`src/rtl/apb_req_arbiter.sv`:
```
// apb_req_arbiter: buffers one request per port and issues them to a shared
// APB master one at a time, round-robin, returning each completion to its owner.
module apb_req_arbiter #(
   parameter int ADDR_W = 32,
   parameter int DATA_W = 32
) (
   input  logic              PCLK,
   input  logic              PRESET,
   input  logic [1:0]        req_transfer,
   input  logic [ADDR_W-1:0] req_addr0,
   input  logic [ADDR_W-1:0] req_addr1,
   input  logic [DATA_W-1:0] req_wdata0,
   input  logic [DATA_W-1:0] req_wdata1,
   input  logic [1:0]        req_write,
   output logic [1:0]        req_ready,
   output logic [DATA_W-1:0] req_rdata,
   output logic [1:0]        req_busy,
   output logic [1:0]        req_drop,
   output logic              transfer,
   output logic [ADDR_W-1:0] addr,
   output logic [DATA_W-1:0] wdata,
   output logic              write,
   input  logic              ready,
   input  logic [DATA_W-1:0] rdata,
   output logic              grant
);

   typedef enum logic [1:0] {
      S_IDLE  = 2'd0,
      S_ISSUE = 2'd1,
      S_WAIT  = 2'd2
   } state_t;

   state_t                 state_q, state_d;
   logic [1:0]             pend_q, pend_d;
   logic [1:0][ADDR_W-1:0] baddr_q, baddr_d;
   logic [1:0][DATA_W-1:0] bwdata_q, bwdata_d;
   logic [1:0]             bwrite_q, bwrite_d;
   logic                   last_q, last_d;
   logic                   grant_q, grant_d;
   logic [1:0]             rdy_q, rdy_d;
   logic [1:0]             drop_q, drop_d;
   logic [DATA_W-1:0]      rdata_q, rdata_d;

   logic [1:0][ADDR_W-1:0] in_addr;
   logic [1:0][DATA_W-1:0] in_wdata;
   logic [1:0]             done;

   assign in_addr  = {req_addr1, req_addr0};
   assign in_wdata = {req_wdata1, req_wdata0};

   // one-hot of the port whose transaction completes at this edge
   assign done = (state_q == S_WAIT && ready) ?
                 (grant_q ? 2'b10 : 2'b01) : 2'b00;

   always_comb begin
      state_d  = state_q;
      pend_d   = pend_q;
      baddr_d  = baddr_q;
      bwdata_d = bwdata_q;
      bwrite_d = bwrite_q;
      last_d   = last_q;
      grant_d  = grant_q;
      rdy_d    = 2'b00;
      drop_d   = 2'b00;
      rdata_d  = rdata_q;

      unique case (state_q)
         S_IDLE: begin
            if (|pend_q) begin
               state_d = S_ISSUE;
               grant_d = (pend_q == 2'b11) ? ~last_q : pend_q[1];
               last_d  = grant_d;
            end
         end
         S_ISSUE: begin
            state_d = S_WAIT;
         end
         S_WAIT: begin
            if (ready) begin
               state_d = S_IDLE;
               rdata_d = rdata;
               rdy_d   = done;
               pend_d  = pend_q & ~done;
            end
         end
         default: begin
            state_d = S_IDLE;
         end
      endcase

      // a completing port may reload its buffer at the same edge
      for (int i = 0; i < 2; i++) begin
         if (req_transfer[i]) begin
            if (!pend_q[i] || done[i]) begin
               pend_d[i]   = 1'b1;
               baddr_d[i]  = in_addr[i];
               bwdata_d[i] = in_wdata[i];
               bwrite_d[i] = req_write[i];
            end else begin
               drop_d[i] = 1'b1;
            end
         end
      end
   end

   always_ff @(posedge PCLK) begin
      if (PRESET) begin
         state_q  <= S_IDLE;
         pend_q   <= '0;
         baddr_q  <= '0;
         bwdata_q <= '0;
         bwrite_q <= '0;
         last_q   <= 1'b1;
         grant_q  <= 1'b0;
         rdy_q    <= '0;
         drop_q   <= '0;
         rdata_q  <= '0;
      end else begin
         state_q  <= state_d;
         pend_q   <= pend_d;
         baddr_q  <= baddr_d;
         bwdata_q <= bwdata_d;
         bwrite_q <= bwrite_d;
         last_q   <= last_d;
         grant_q  <= grant_d;
         rdy_q    <= rdy_d;
         drop_q   <= drop_d;
         rdata_q  <= rdata_d;
      end
   end

   assign transfer  = (state_q == S_ISSUE);
   assign addr      = baddr_q[grant_q];
   assign wdata     = bwdata_q[grant_q];
   assign write     = bwrite_q[grant_q];
   assign grant     = grant_q;
   assign req_busy  = pend_q;
   assign req_ready = rdy_q;
   assign req_drop  = drop_q;
   assign req_rdata = rdata_q;

endmodule

```
`config.mk`:
```
export PLATFORM = sky130hd
export DESIGN_NAME = apb_req_arbiter
export DESIGN_NICKNAME = d
export VERILOG_FILES = /design/src/rtl/apb_req_arbiter.sv
export SDC_FILE = /design/constraint.sdc
export NUM_CORES = 1
export LEC_CHECK = 0
export ABC_AREA = 1
export CAP_MARGIN = 20
export CORE_UTILIZATION = 47
export CTS_BUF_LIST = sky130_fd_sc_hd__clkbuf_4
export DETAILED_ROUTE_END_ITERATION = 12
export PLACE_DENSITY_LB_ADDON = 0.12
export RECOVER_POWER = 25
export REMOVE_ABC_BUFFERS = 1
export SYNTH_ARGS = -nofsm -noshare
export SYNTH_HDL_FRONTEND = slang
export SYNTH_SLANG_ARGS = --single-unit
```
`constraint.sdc`:
```
create_clock -name PCLK -period 1.5 [get_ports PCLK]
set_input_delay 0.3 -clock PCLK [delete_from_list [all_inputs] [get_ports PCLK]]
set_output_delay 0.3 -clock PCLK [all_outputs]
set_load 0.005 [all_outputs]
```
Word level (Yosys, flattened, before mapping)
Index checks and enable logic that the tools add are counted.
- register bits: 172
- bits in latches: 0
- memory bits (writable): 0
- ROM bits: 0
- input bits: 167
- output and inout port bits: 105
- logic and storage cells: 62
- memories: 0
- add/subtract/negate cells: 0
- $mul: 0
- divide/modulo/power cells: 0
- $lt $le $gt $ge: 1
- eq/ne operators: 5
- shifts and indexed selects: 0
- multiplexer cells: 20
- bitwise gates (word level): 7
- reduce and logical (&&, ||, !) cells: 15
- operator list (cell ; number):
    32-bit 2-to-1 mux ; 4
    2-bit 2-to-1 mux ; 6
    2-bit AND reduction ; 5
    1-bit 2-to-1 mux ; 9
    2-bit one-hot mux with 3 select lines ; 1
    2-bit OR reduction ; 3
    1-bit NOT ; 5
    2-bit equality test, second input constant ; 2
    2-bit != test, second input constant ; 2
    3-bit OR reduction ; 1
    2-bit bitwise AND ; 1
    2-bit by 1-bit equality test with 1-bit output, second input constant ; 1
    1-bit logical NOT ; 2
    2-bit logical NOT ; 1
    1-bit logical OR ; 2
    1-bit by 2-bit less-than comparator with 1-bit output, second input constant ; 1
    2-bit NOT ; 1
    1-bit logical AND ; 1

Longest topological paths before layout
- depth after elaboration: 9
- depth in mapped cells: 8
- depth with buffers taken out: 6

Worst setup path after synthesis
No wires, ideal clock.
- path type: reg2out
- start point: reg grant_q, in the netlist grant
- end point: out addr[17]
- arrival: 1115 ps
- required time: 1200 ps
- setup slack: 85 ps
- stages on the path, launching flop included: 5
- path buffers: 2
- cells stage by stage: dfxtp_1 -> clkbuf_1 -> buf_1 -> nand2_1 -> nand2_1
- cells in the longest elaborated chain, start to end: 2
- ends and longest elaborated chain (element ; RTL line ; source):
    start: declaration ; 40 ; logic grant_q, grant_d;
    start signal: assignment ; 126 ; grant_q <= grant_d;
    32-bit 2-to-1 mux (implied by the code) (2 in a row) ; 134 ; assign addr = baddr_q[grant_q];
    end: declaration ; 20 ; output logic [ADDR_W-1:0] addr,
Every way passes these cells. The select of a mux whose other input is x is not followed.

Worst setup path after layout
- start point: reg grant_q, in the netlist grant
- end point: reg baddr_q[20] (netlist bit)
- cells in the longest elaborated chain, start to end: 4
- ends and longest elaborated chain (element ; RTL line ; source):
    2-bit 2-to-1 mux ; 54 ; (grant_q ? 2'b10 : 2'b01) : 2'b00;
    2-bit 2-to-1 mux ; 53 ; assign done = (state_q == S_WAIT && ready) ?
    1-bit logical OR ; 95 ; if (!pend_q[i] || done[i]) begin
    2-bit AND reduction (no source line) ; - ;
    end signal: assignment ; 122 ; baddr_q <= baddr_d;
    end: declaration ; 36 ; logic [1:0][ADDR_W-1:0] baddr_q, baddr_d;
Every way passes these cells.
A chain may end at the register's enable or synchronous reset.

==> impl_results.md <==
* Status: complete, but fails checks
* RSZ-0062 raised after global routing: true
* GRT Overall Usage at 0.354
* Lkg Pwr at 6.30 nW
* DP Worst Slack at -0.302 ns
* GPL Wtd Cong at 0.776
* Synth top area cells: dfxtp_1 44%, nand2_1 16%, a21oi_1 10%
* Chip width at 132 um
* Final nets at 1,663
* Main synth FF type: dfxtp_1
* Critical path buffers and inverters at 7
* Power per cell area at 848 nW/um^2
* Seq/Total Area, Yosys at 0.437
* Fmax at 485 MHz
* CTS tree: built
* Crit path DAT at 2.55 ns
* # hold bufs at CTS at 0
* Final Max Tran Viols at 0
* Mapped Cells at 1,174
* Vert. Die Dim at 132 um
* Worst min path class: input port to flip-flop
* Avg Vias per Cell at 5.43
* Final setup fails at 200
* Layout area overhead at 72.4%
* Kind of critical path: flip-flop to flip-flop
* TNS Setup at -79.60 ns
* Seq cells post-synth at 172
* CP top delay family: buffers and inverters
* Core ar. at 16,100 sq um
* DR vias at 9,382
* Asr flop ratio synth at 0
* Yosys warning total at 0
* Fillers at 954
* VDD IR-drop max at 0.533 mV
* Die area at 17,300 sq um
* Maxcap violations at 0
* WP data required at 1.99 ns
* Post-synth top cells: 331 x nand2_1, 172 x dfxtp_1, 165 x a21oi_1
* Post-synthesis cell type count at 16
* Final WS setup at -0.562 ns
* Root Buffer: clkbuf_4
* Port buffer count at 271
* EDFF count, synth at 0
* Final Hold Viols at 0
* Clock sinks at 172
* Fin crit period at 2.06 ns
* Share of layout cells above drive strength 1 at 0.330
* Slew @ Worst Pin at 0.331 ns
* Starting Density at 0.489
* First-pass DRT Iterations at 5
* Gr ovfl total at 0
* Fin crit share at 1.37
* DP Wirelength at 15,200 um
* Initial antenna violation count at 2
* Initial DRC count at 839
* Routed WL per cell at 18.9 um
* Post-Syn Area at 7880 sq um
* IO Count at 272
* CP Capture Type: flip-flop
* Rel. slew slack at 0.777
* Htree depth at 4
* DP Area at 11,000 sq um
* Worst path max stage delay at 0.44 ns
* Largest net degree at the start of global routing at 52
* Clock Skews at 0.0194 ns
* CP Cell Sequence: clkinv_8 -> buf_8 -> buf_16 -> buf_12 -> nand4_1 -> nand2_4 -> buf_8 -> buf_12 -> buf_16 -> a21oi_1 -> nor2_1
* R2R setup slack at -0.56 ns
* Clock slew at reported path FFs at 0.14 ns
* Antenna viol nets, final at 0
* Worst-case clock buffer depth at 2
* First-pass GRT wire length at 48,000 um
* Vias in the first global route at 9,258
* Num CTS Buffers at 17
* Most common cell in the netlist: nand2_1
* CP Launch Type: flip-flop
* Design Area, Final at 13,600 sq um
* Row count at 46
* Failing checks: negative setup slack
* Drt total wl at 32,600 um
* Syn_area_per_cell at 6.71 sq um
* Area share of the largest cell type after synthesis at 0.437
* Clock Latency Late Sink at 0.60 ns
* DRC viols at 0
* Crit-path slowest cell: dfxtp_4
* Cell taking the most area after synthesis: dfxtp_1
* Maximum fanout along the worst path at 7
==> worst register-to-register path, delay by kind of cell (launching register included) <==
| family | cells | cell delay (ns) |
|---|---|---|
| compound gates | 1 | 0.20 |
| buf+inv | 7 | 1.00 |
| flops | 1 | 0.44 |
| simple gates | 3 | 0.35 |
==> registers in the layout, summed over array words and instances, names as in the netlist <==
name and cells:
bwdata_q 64, req_ready 2, grant 1, last_q 1
req_rdata 32, state_q 2, baddr_q 64, bwrite_q 2
req_busy 2, req_drop 2
==> layout make-up <==
type,count,area [sq um],share of cell area
Antenna cell,2,5.00,0.000368
Clock inverter,9,96.3,0.00709
Tap cell,216,270,0.0199
Sequential cell,172,3500,0.257
Inverter,102,398,0.0293
Clock buffer,23,173,0.0127
Timing Repair Buffer,400,4590,0.338
Multi-Input combinational cell,803,4560,0.335
==> final timing paths <==
check / to / cells past startpoint / start
worst min-delay path: bwdata_q[28] / 3 / req_transfer[0]
worst max register to register: baddr_q[20] / 11 / grant
worst min register to register: req_rdata[14] / 2 / req_rdata[14]
worst max-delay path: baddr_q[20] / 11 / grant
==> cell families (layout without fill, tap and decap cells) <==
| group | count (synthesis) | after routing | share of synthesized area |
|---|---|---|---|
| other | 0 | 2 | 0 |
| buffers and inverters | 199 | 534 | 0.106 |
| AND/OR/NAND/NOR | 604 | 604 | 0.330 |
| flip-flops | 172 | 172 | 0.437 |
| AO/OA/AOI/OAI | 199 | 199 | 0.127 |
==> routing by layer <==
metal	routed length [um]	track usage	part of all wire	vias up
met5	0	0	0	-
met4	1570	0.190	0.048	0
met3	2800	0.0995	0.086	124
met2	15900	0.603	0.49	516
met1	12400	0.399	0.38	4376
li1	-	-	-	4366
==> repair_timing <==
action | CTS | global route
endpoints found under the setup margin | 232 | 214
setup buffers | 47 | 11
gates cloned | 35 | 3
hold endpoints to repair | 0 | 0
pin swaps | 55 | 56
resized for setup | 572 | 204
==> where the power goes <==
group          leakage [nW]  switching (mW)  internal [mW]
sequential             1.44           0.281           4.91
clock                 0.147            1.62           1.08
combinational          4.71            1.69           1.95
total                  6.30            3.59           7.94
==> per-stage QoR <==
| stage | hold slack, ns | power, mW | util | cells |
|---|---|---|---|---|
| 2_1_floorplan | 0.369 | 6.18 | - | 1077 |
| 3_3_place_gp | 0.429 | 7.58 | 0.683 | 1610 |
| 3_5_place_dp | 0.436 | 7.62 | 0.683 | 1610 |
| 4_1_cts | 0.0434 | 11.1 | 0.809 | 1723 |
| 5_1_grt | 0.0690 | 12.0 | 0.843 | 1727 |
| 6_report | 0.0927 | 11.5 | 0.843 | 1727 |
==> cells in the final DEF, fill, tap and decap left out, types with 2 or more instances in the layout <==
master,instances
nand2_1,206
clkdlybuf4s50_1,164
dfxtp_1,134
nor2_1,129
inv_1,99
a21oi_1,92
nand2_2,91
nand3b_1,65
a21oi_2,63
nand3_1,59
buf_2,54
buf_12,39
dfxtp_2,35
nand2_4,34
buf_6,34
o21ai_0,33
buf_4,29
buf_16,27
clkbuf_4,24
clkdlybuf4s15_1,21
clkbuf_2,13
buf_8,11
a21oi_4,10
nor2_2,6
nand3_4,5
nand3_2,4
clkinv_1,3
clkbuf_16,3
dfxtp_4,3
diode_2,2
nand4_1,2
clkinv_2,2
clkinvlp_4,2
bufinv_16,2
dlygate4sd2_1,2
No activity file was read; power rests on OpenSTA's default activity.
